`src/rtl/mux_rr4_pkg.sv`:
```
// mux_rr4_pkg: shared constants for the four-lane round-robin byte merger.
//   DATA_W_DEF - default byte-lane width
//   DEPTH_DEF  - default per-lane FIFO depth (power of 2, >= 2)
//   NUM_LANES  - number of input lanes
//   LANE_W     - width of a lane index
package mux_rr4_pkg;

    localparam int DATA_W_DEF = 8;
    localparam int DEPTH_DEF  = 4;
    localparam int NUM_LANES  = 4;
    localparam int LANE_W     = 2;

endpackage

```
`src/rtl/mux_rr4_fifo_lane.sv`:
```
// fifo_lane: single-clock FIFO for one input lane.
//   clk   - rising-edge clock
//   reset - asynchronous active-low reset (clears pointers and count)
//   push  - write din; ignored while full (a full lane refuses even if popped)
//   pop   - remove the head; ignored while empty
//   din   - write data
//   dout  - current head entry (valid when count != 0)
//   count - number of stored entries, 0..DEPTH
//   full  - count == DEPTH
module fifo_lane
    import mux_rr4_pkg::*;
#(
    parameter int DATA_W = DATA_W_DEF,
    parameter int DEPTH  = DEPTH_DEF
) (
    input  logic                     clk,
    input  logic                     reset,
    input  logic                     push,
    input  logic                     pop,
    input  logic [DATA_W-1:0]        din,
    output logic [DATA_W-1:0]        dout,
    output logic [$clog2(DEPTH):0]   count,
    output logic                     full
);

    localparam int PTR_W = $clog2(DEPTH);
    localparam int CNT_W = PTR_W + 1;

    logic [DATA_W-1:0] mem_r [DEPTH];
    logic [PTR_W-1:0]  wr_ptr_r;
    logic [PTR_W-1:0]  rd_ptr_r;
    logic [CNT_W-1:0]  count_r;
    logic              push_ok_s;
    logic              pop_ok_s;

    // Full uses the pre-edge count, so a same-cycle pop never frees room for a push.
    assign full      = (count_r == CNT_W'(DEPTH));
    assign push_ok_s = push & ~full;
    assign pop_ok_s  = pop & (count_r != {CNT_W{1'b0}});
    assign dout      = mem_r[rd_ptr_r];
    assign count     = count_r;

    // Pointer and occupancy tracking; pointers wrap naturally at DEPTH.
    always_ff @(posedge clk or negedge reset) begin
        if (!reset) begin
            wr_ptr_r <= {PTR_W{1'b0}};
            rd_ptr_r <= {PTR_W{1'b0}};
            count_r  <= {CNT_W{1'b0}};
        end else begin
            if (push_ok_s) begin
                wr_ptr_r <= wr_ptr_r + PTR_W'(1);
            end
            if (pop_ok_s) begin
                rd_ptr_r <= rd_ptr_r + PTR_W'(1);
            end
            case ({push_ok_s, pop_ok_s})
                2'b10:   count_r <= count_r + CNT_W'(1);
                2'b01:   count_r <= count_r - CNT_W'(1);
                default: count_r <= count_r;
            endcase
        end
    end

    // Storage array; contents need no reset because count gates every read.
    always_ff @(posedge clk) begin
        if (push_ok_s) begin
            mem_r[wr_ptr_r] <= din;
        end
    end

endmodule

```
`src/rtl/mux_rr4.sv`:
```
// mux_rr4: merges four byte lanes into one stream with round-robin arbitration.
//   clk                         - rising-edge clock
//   reset                       - asynchronous active-low reset
//   Entrada0..3 / validEntrada0..3 - lane bytes and their valids
//   full0..3                    - lane FIFO full (pushes refused)
//   Salida / validSalida / laneSalida - registered output byte, valid, source lane
//   readySalida                 - downstream accepts Salida
//   overflow                    - sticky per-lane flag for dropped pushes
module mux_rr4
    import mux_rr4_pkg::*;
#(
    parameter int DATA_W = DATA_W_DEF,
    parameter int DEPTH  = DEPTH_DEF
) (
    input  logic                 clk,
    input  logic                 reset,
    input  logic [DATA_W-1:0]    Entrada0,
    input  logic [DATA_W-1:0]    Entrada1,
    input  logic [DATA_W-1:0]    Entrada2,
    input  logic [DATA_W-1:0]    Entrada3,
    input  logic                 validEntrada0,
    input  logic                 validEntrada1,
    input  logic                 validEntrada2,
    input  logic                 validEntrada3,
    output logic                 full0,
    output logic                 full1,
    output logic                 full2,
    output logic                 full3,
    output logic [DATA_W-1:0]    Salida,
    output logic                 validSalida,
    output logic [LANE_W-1:0]    laneSalida,
    input  logic                 readySalida,
    output logic [NUM_LANES-1:0] overflow
);

    localparam int CNT_W = $clog2(DEPTH) + 1;

    logic [DATA_W-1:0]    din_s    [NUM_LANES];
    logic [DATA_W-1:0]    dout_s   [NUM_LANES];
    logic [CNT_W-1:0]     count_s  [NUM_LANES];
    logic [NUM_LANES-1:0] vin_s;
    logic [NUM_LANES-1:0] full_s;
    logic [NUM_LANES-1:0] nonempty_s;
    logic [NUM_LANES-1:0] pop_s;

    logic                 slot_free_s;
    logic                 grant_found_s;
    logic [LANE_W-1:0]    grant_idx_s;

    logic [DATA_W-1:0]    salida_r;
    logic [LANE_W-1:0]    lane_r;
    logic                 valid_r;
    logic [LANE_W-1:0]    ptr_r;
    logic [NUM_LANES-1:0] overflow_r;

    assign din_s[0] = Entrada0;
    assign din_s[1] = Entrada1;
    assign din_s[2] = Entrada2;
    assign din_s[3] = Entrada3;
    assign vin_s    = {validEntrada3, validEntrada2, validEntrada1, validEntrada0};

    for (genvar i = 0; i < NUM_LANES; i++) begin : g_lane
        assign nonempty_s[i] = (count_s[i] != {CNT_W{1'b0}});
        assign pop_s[i]      = slot_free_s & grant_found_s & (grant_idx_s == LANE_W'(i));

        fifo_lane #(
            .DATA_W (DATA_W),
            .DEPTH  (DEPTH)
        ) u_fifo (
            .clk   (clk),
            .reset (reset),
            .push  (vin_s[i]),
            .pop   (pop_s[i]),
            .din   (din_s[i]),
            .dout  (dout_s[i]),
            .count (count_s[i]),
            .full  (full_s[i])
        );
    end

    // The output slot can be reloaded when empty or being drained this edge.
    assign slot_free_s = ~valid_r | readySalida;

    // Round-robin scan starting at ptr; first non-empty lane (pre-edge counts) wins.
    always_comb begin
        grant_found_s = 1'b0;
        grant_idx_s   = ptr_r;
        for (int k = 0; k < NUM_LANES; k++) begin
            if (!grant_found_s && nonempty_s[ptr_r + LANE_W'(k)]) begin
                grant_found_s = 1'b1;
                grant_idx_s   = ptr_r + LANE_W'(k);
            end else begin
                grant_found_s = grant_found_s;
            end
        end
    end

    // Output register and round-robin pointer; held while a byte waits for ready.
    always_ff @(posedge clk or negedge reset) begin
        if (!reset) begin
            salida_r <= {DATA_W{1'b0}};
            lane_r   <= {LANE_W{1'b0}};
            valid_r  <= 1'b0;
            ptr_r    <= {LANE_W{1'b0}};
        end else if (slot_free_s) begin
            if (grant_found_s) begin
                salida_r <= dout_s[grant_idx_s];
                lane_r   <= grant_idx_s;
                valid_r  <= 1'b1;
                ptr_r    <= grant_idx_s + LANE_W'(1);
            end else begin
                valid_r  <= 1'b0;
            end
        end
    end

    // Sticky drop flags: set by a push attempted against a full lane.
    always_ff @(posedge clk or negedge reset) begin
        if (!reset) begin
            overflow_r <= {NUM_LANES{1'b0}};
        end else begin
            overflow_r <= overflow_r | (vin_s & full_s);
        end
    end

    assign Salida      = salida_r;
    assign laneSalida  = lane_r;
    assign validSalida = valid_r;
    assign overflow    = overflow_r;
    assign full0       = full_s[0];
    assign full1       = full_s[1];
    assign full2       = full_s[2];
    assign full3       = full_s[3];

endmodule

```
`config.mk`:
```
export PLATFORM = sky130hd
export DESIGN_NAME = mux_rr4
export DESIGN_NICKNAME = d
export VERILOG_FILES = /design/src/rtl/mux_rr4_pkg.sv /design/src/rtl/mux_rr4_fifo_lane.sv /design/src/rtl/mux_rr4.sv
export SDC_FILE = /design/constraint.sdc
export NUM_CORES = 1
export LEC_CHECK = 0
export CAP_MARGIN = 20
export CORE_MARGIN = 2
export CORE_UTILIZATION = 55
export CTS_CLUSTER_SIZE = 20
export DETAILED_ROUTE_END_ITERATION = 8
export DONT_BUFFER_PORTS = 1
export GPL_TIMING_DRIVEN = 0
export PLACE_DENSITY = 0.7
export SLEW_MARGIN = 5
export SYNTH_ARGS = -nofsm -noshare
export SYNTH_HDL_FRONTEND = slang
export SYNTH_SLANG_ARGS = --single-unit
```
`constraint.sdc`:
```
create_clock -name clk -period 2.7 [get_ports clk]
set_input_delay 0.405 -clock clk [delete_from_list [all_inputs] [get_ports clk]]
set_output_delay 0.405 -clock clk [all_outputs]
set_load 0.005 [all_outputs]
```
After elaboration in Yosys (flattened, before gate mapping) --
Memories as Yosys holds them, arrays and structs flattened. Cells that the tools add are included.
Storage, ports and cells: logic and storage cells 130, memories 4, bits in writable memories 128, bits of input ports 39, register bits after elaboration 45, output and inout port bits 19
Cells by class: equality and inequality tests 15, mux-type cells 31, order comparisons 5, reductions and logical operators 16, add/sub/neg operators 20, bitwise operators 22
Memories:
- g_lane[0].u_fifo.mem_r | words 4, bits a word 8, read ports 1, clocked after memory_dff 0, wr ports 1, RTL line mux_rr4_fifo_lane.sv:29 | logic [DATA_W-1:0] mem_r [DEPTH];
- g_lane[1].u_fifo.mem_r | words 4, bits a word 8, read ports 1, clocked after memory_dff 0, wr ports 1, RTL line mux_rr4_fifo_lane.sv:29
- g_lane[2].u_fifo.mem_r | words 4, bits a word 8, read ports 1, clocked after memory_dff 0, wr ports 1, RTL line mux_rr4_fifo_lane.sv:29
- g_lane[3].u_fifo.mem_r | words 4, bits a word 8, read ports 1, clocked after memory_dff 0, wr ports 1, RTL line mux_rr4_fifo_lane.sv:29
Operators with widths (count):
- one-hot mux 3 bit (2 select lines) | 4
- adder 2 x 1 -> 2 bit, second input constant | 10
- two-way mux 1 bit | 17
- binary-select mux 8 bit (select 2 bit) | 1
- two-way mux 8 bit | 2
- AND 1 bit | 13
- adder 3 x 1 -> 3 bit, second input constant | 4
- == test 2 bit, second input constant | 6
- == test 3 bit, second input constant | 4
- less-than comparator 2 x 3 -> 1 bit, second input constant | 4
- nonzero test 3 bit | 4
- subtractor 3 x 1 -> 3 bit, second input constant | 4
- == test 2 x 1 -> 1 bit, second input constant | 5
- binary-select mux 1 bit (select 2 bit) | 4
- nonzero test 2 bit | 4
- two-way mux 2 bit | 3
- NOT 1 bit | 5
- adder 2 bit, second input constant | 2
- AND 4 bit | 1
- OR 4 bit | 1
- greater-or-equal comparator 3 bit, second input constant | 1
- logical AND 1 bit | 3
- logical NOT 1 bit | 3
- NOT 2 -> 3 bit | 1
- 3 further kinds | 3

Longest topological paths before layout --
word-level depth 18, mapped depth 12, mapped depth without buffers 11

Hierarchy --
Synthesis repeated with hierarchy kept, for this count alone.
Unflattened totals: cells, all modules 409, area total of the unflattened synthesis 7315.8 µm²
Modules (own cells, without submodules):
- fifo_lane | instances 4, cells each 78, area each 1580.3 µm², sequential area each 1136.1 µm²
- mux_rr4 | instances 1, cells each 97, area each 994.7 µm², sequential area each 425.4 µm²

Least setup slack after synthesis --
OpenSTA, ideal clock, no wires.
kind register to register, start point register g_lane[0].u_fifo.count_r[1], end point register g_lane[3].u_fifo.count_r[2], path slack -0.078 ns, buffers on the path 0, required time 2.621 ns, clock period less this slack 2.778 ns, library setup time 0.079 ns, arrival 2.699 ns, stages on the path, launching flop included 12, cell sequence dfrtp_1 nor3_4 o22ai_1 a22o_2 nor2_1 and3_1 ha_1 inv_1 fa_1 xor2_1 nor2_1 xor2_1
On the way: word-level cells in the longest chain between the ends 18, elaborated cells between the ends (all ways) 30, classes of those cells eq/ne: 3; mux: 16; bitwise: 3; reduce/logical: 8
Ends and longest elaborated chain:
- from (decl) | RTL line mux_rr4_fifo_lane.sv:32 | logic [CNT_W-1:0] count_r;
- from (signal assigned) | RTL line mux_rr4_fifo_lane.sv:48 | count_r <= {CNT_W{1'b0}};
- from (signal assigned) | RTL line mux_rr4_fifo_lane.sv:57 | 2'b10: count_r <= count_r + CNT_W'(1);
- from (signal assigned) | RTL line mux_rr4_fifo_lane.sv:58 | 2'b01: count_r <= count_r - CNT_W'(1);
- nonzero test 3 bit (*) | RTL line mux_rr4.sv:63 | assign nonempty_s[i] = (count_s[i] != {CNT_W{1'b0}});
- binary-select mux 1 bit (select 2 bit) | RTL line mux_rr4.sv:89 | if (!grant_found_s && nonempty_s[ptr_r + LANE_W'(k)]) begin
- two-way mux 1 bit (not written as such) | RTL line mux_rr4.sv:89
- two-way mux 1 bit | RTL line mux_rr4.sv:89
- logical NOT 1 bit | RTL line mux_rr4.sv:89
- logical AND 1 bit | RTL line mux_rr4.sv:89
- two-way mux 1 bit | RTL line mux_rr4.sv:89
- logical NOT 1 bit | RTL line mux_rr4.sv:89
- [... 3 more ...]
- logical AND 1 bit | RTL line mux_rr4.sv:89
- two-way mux 2 bit or two-way mux 1 bit (tied branches) | RTL line mux_rr4.sv:89
- == test 2 bit or AND 1 bit (tied branches) | RTL line mux_rr4.sv:64 | assign pop_s[i] = slot_free_s & grant_found_s & (grant_idx_s == LANE_W'(i));
- AND 1 bit (*) | RTL line mux_rr4.sv:64
- AND 1 bit (*) | RTL line mux_rr4_fifo_lane.sv:39 | assign pop_ok_s = pop & (count_r != {CNT_W{1'b0}});
- via g_lane[3].u_fifo.pop_ok_s | RTL line mux_rr4_fifo_lane.sv:34 | logic pop_ok_s;
- == test 2 x 1 -> 1 bit or == test 2 bit (tied branches) | RTL line mux_rr4_fifo_lane.sv:56 | case ({push_ok_s, pop_ok_s})
- one-hot mux 3 bit (2 select lines) or nonzero test 2 bit (tied branches)
- to (signal assigned) | RTL line mux_rr4_fifo_lane.sv:57
- to (signal assigned) | RTL line mux_rr4_fifo_lane.sv:58
- to (signal assigned) | RTL line mux_rr4_fifo_lane.sv:59 | default: count_r <= count_r;
- to (decl) | RTL line mux_rr4_fifo_lane.sv:32
Mark *: on every way through the listed nets, which the timed path passes. The rest lies on a longest branch. The select of a mux whose other input is x is not followed. A chain may end at the register's enable or synchronous reset.

Worst setup path after layout --
start point register g_lane[0].u_fifo.count_r[0], end point register g_lane[1].u_fifo.count_r[2]
On the way: word-level cells in the longest chain between the ends 18, elaborated cells between the ends (all ways) 30, classes of those cells eq/ne: 3; mux: 16; bitwise: 3; reduce/logical: 8
Ends and longest elaborated chain (RTL line):
- nonzero test 3 bit (*) | mux_rr4.sv:63
- binary-select mux 1 bit (select 2 bit) | mux_rr4.sv:89
- two-way mux 1 bit (not written as such) | mux_rr4.sv:89
- two-way mux 1 bit | mux_rr4.sv:89
- logical NOT 1 bit | mux_rr4.sv:89
- logical AND 1 bit | mux_rr4.sv:89
- two-way mux 1 bit | mux_rr4.sv:89
- logical NOT 1 bit | mux_rr4.sv:89
- [... 3 more ...]
- logical AND 1 bit | mux_rr4.sv:89
- two-way mux 2 bit or two-way mux 1 bit (tied branches) | mux_rr4.sv:89
- == test 2 x 1 -> 1 bit or AND 1 bit (tied branches) | mux_rr4.sv:64
- AND 1 bit (*) | mux_rr4.sv:64
- AND 1 bit (*) | mux_rr4_fifo_lane.sv:39
- via g_lane[1].u_fifo.pop_ok_s | mux_rr4_fifo_lane.sv:34
- == test 2 x 1 -> 1 bit or == test 2 bit (tied branches) | mux_rr4_fifo_lane.sv:56
- one-hot mux 3 bit (2 select lines) or nonzero test 2 bit (tied branches)
- to (signal assigned) | mux_rr4_fifo_lane.sv:57
- to (signal assigned) | mux_rr4_fifo_lane.sv:58
- to (signal assigned) | mux_rr4_fifo_lane.sv:59
- to (decl) | mux_rr4_fifo_lane.sv:32
Marked as above.

==> impl_metrics.ini <==
[synthesis]
ys_seq_elements = 173
ys_seq_area_share_pct = 67.80
ys.warnings.count = 0
synthArstFlopShare_pct = 26.01
syn_inst = 426
avgSynthCellArea_um2 = 17.21
synth_flop_cell = edfxtp_1
synthesis.area_um2 = 7330
synth_edf_count = 128
syn-num-nets = 489
ys_types = 45

[clock_tree]
insertion_delay_ns = 0.42
cts.reportedPaths.clkPinSlew_ns = 0.06
cts_buffer_depth = 2
tritoncts = done
cts_buffers = 17
root_buffer = clkbuf_16
clkSinkCount = 173
htree_levels = 4

[worst_setup_path]
reg2reg_slack_ns = 0.006
crit_end = g_lane[1].u_fifo.count[2]$_DFFE_PN0P_
critPathMaxFanout = 4
end_kind = flip-flop
timing.rr.end = g_lane[1].u_fifo.count[2]$_DFFE_PN0P_
startpoint = g_lane[0].u_fifo.count[0]$_DFFE_PN0P_
crit-reg2reg-launch = g_lane[0].u_fifo.count[0]$_DFFE_PN0P_
crit_type = reg2reg
r2r_cells = 13
arrival_ns = 3.03
cp-start-kind = flip-flop
required_ns = 3.04

[floorplanning]
dieArea_um2 = 14270
start_util_pct = 55.79
rows = 42
ios = 58
fp.dieW_um = 119.4
die_y_um = 119.4
design.core.area_um2 = 13140

[placed_design]
hpwl_um = 8755
port_buffers = 0
gp_congestion = 0.8236
dp.cells = 602

[sta]
finalHoldViolCount = 0
worst_pin_slew_ns = 0.8240
slew_headroom_pct = 45.07
setup_tns_ns = 0
timing.final.crit_share_pct = 99.79
setup_viol = 0
slew_viol_final = 0
max_freq_ghz = 0.3711
skew_ns = 0.005764
post-route-min-period_ns = 2.694
rsz0062_at_grt = yes

[global_route]
overflow = 0
grt_pass1_vias = 3863
grt_max_degree = 46
grt_pass1_wl_um = 20630
grt_usage_pct = 20.06
antenna_found_initial = 0

[pwr]
seqPwrFrac_pct = 37.8
p_int_mw = 7.254
p_leak_nw = 3.236
p_clk_share_pct = 22.6
switching_share_pct = 32.04
power_density_nw_per_um2 = 1228
combPwrFrac_pct = 39.6
ir_worst_vdd_mv = 0.9163
switching_power_mw = 3.419
finalPower_mw = 10.67

[cells_and_area]
utilization_pct = 66.15
final_net_count = 547
fin_cells = 673
n_fill_cell = 924
syn2layout_area_growth_pct = 18.57
diodes = 0
drive_gt1_share_pct = 30.38

[route]
finalWirelength_um = 13400
post_drt_wl_per_cell_um = 19.91
ant_nets = 0
drc = 0
via_per_inst = 5.588
drtPass1Iterations = 4
drtIter0Drc = 254
via_count = 3761

[outcome]
status = completed

[min_path]
hold_class = in2reg
holdCritStartpoint = Entrada1[6]

[flow_run]
max-cap-violations = 0
power groups by stage:
stage	Sequential, mW	Clock [mW]	Combinational (mW)
3_5_place_dp	4.05	0	3.40
3_3_place_gp	4.01	0	3.31
6_report	4.03	2.41	4.23
2_1_floorplan	3.92	0	2.69
4_1_cts	4.04	2.46	3.90
5_1_grt	4.11	2.57	4.60
worst max-delay path: stages, from the launching register on:
cell	delay [ns]
dfrtp_2	0.43
nor3_4	0.29
buf_6	0.15
o2bb2ai_4	0.07
a22oi_4	0.22
nand2_2	0.10
buf_12	0.13
nor3_4	0.20
ha_2	0.22
inv_2	0.04
fa_2	0.32
xor2_1	0.14
nor2_1	0.13
xor2_1	0.16
routing by layer:
metal  up-vias  GRT usage (%)  wire length (um)
met5         -              0                 0
met4         0          5.294               120
met3         8          8.621              1175
met2        95          33.11              7008
met1      1929          24.42              5093
li1       1729              -                 -
metrics by stage:
stage                     area [um^2]  worst slack (ns)  hold slack (ns)
final                            8691          0.005603          0.08029
after global routing             8691           -0.1242          0.05311
after CTS                        8509         -0.002623          0.06509
after detailed placement         7565           -0.3548           0.1105
after global placement           7565           -0.2979           0.1107
after floorplan                  7345         -0.003625           0.1094
synthesized netlist by cell type, types with 3 or more instances:
master	number	area [um^2]
and3_1	5	31.28
o21ai_0	16	80.08
inv_1	25	93.84
a21o_1	6	45.04
edfxtp_1	128	3844
a21oi_1	10	50.05
xor2_1	13	113.9
a221o_1	8	80.08
and2_1	17	106.4
buf_1	6	22.52
nand2_1	8	30.03
nor2b_1	5	31.28
nor3_2	4	40.04
mux4_2	32	720.7
ha_1	20	250.2
xnor2_1	12	105.1
mux2_4	7	105.1
nor2_1	8	30.03
nor3_1	3	15.01
fa_1	4	80.08
nand3_1	9	45.04
dfrtp_1	45	1126
clkbuf_1	8	30.03
repair_timing:
item | 4_1_cts | 5_1_grt
setup endpoints to repair | 8 | 6
pin swaps | 13 | 21
hold buffers | 2 | 0
resized for setup | 29 | 15
endpoints found under the hold margin | 45 | 0
setup buffers | 21 | 17
cell usage in the layout, fill, tap and decap left out, types with 12 or more instances in the layout:
cell type and count:
and2_1 16, buf_4 34, clkbuf_16 19, dfrtp_1 42, edfxtp_1 128, ha_1 16, inv_1 24, mux4_2 32
o21ai_0 16, xnor2_1 12, xor2_1 13
final cells by class:
type,instances,area (um^2),area share [%]
flip-flops and latches,173,4974,57.23
clock inverters,12,112.6,1.296
clock buffers,20,489.2,5.629
plain buffers,16,85.08,0.9790
multi-input cells,211,2370,27.27
repair buffers,40,346.6,3.988
inverters,25,93.84,1.080
well taps,176,220.2,2.534
sequential cells by signal, summed over array words and instances (netlist names), 2 cells and up:
register                cells
g_lane.u_fifo.mem_r       128
ptr_r                       2
g_lane.u_fifo.rd_ptr_r      8
g_lane.u_fifo.wr_ptr_r      8
Salida                      8
g_lane.u_fifo.count        12
overflow                    4
laneSalida                  2
logic make-up (layout without fill, tap and decap cells):
kind of cell	Yosys count	count (layout)	share of synthesized area, %
flops	173	173	67.80
simple gates	69	69	5.650
compound gates	51	51	5.070
mux	42	42	11.69
buf+inv	42	113	2.287
xor+xnor	25	25	2.987
fa+ha+maj	24	24	4.507
worst min-delay path by stage:
stage	to	slack, ns	cells past startpoint
after global routing	g_lane[3].u_fifo.mem_r[0][1]$_DFFE_PP_	0.05	0
after detailed placement	g_lane[0].u_fifo.wr_ptr_r[0]$_DFFE_PN0P_	0.11	0
after global placement	g_lane[0].u_fifo.wr_ptr_r[0]$_DFFE_PN0P_	0.11	0
final	g_lane[1].u_fifo.mem_r[2][6]$_DFFE_PP_	0.08	0
after floorplan	Salida[0]$_DFFE_PN0N_	0.11	0
after CTS	g_lane[3].u_fifo.mem_r[3][0]$_DFFE_PP_	0.07	0
Power figures use the tool's default switching activity.
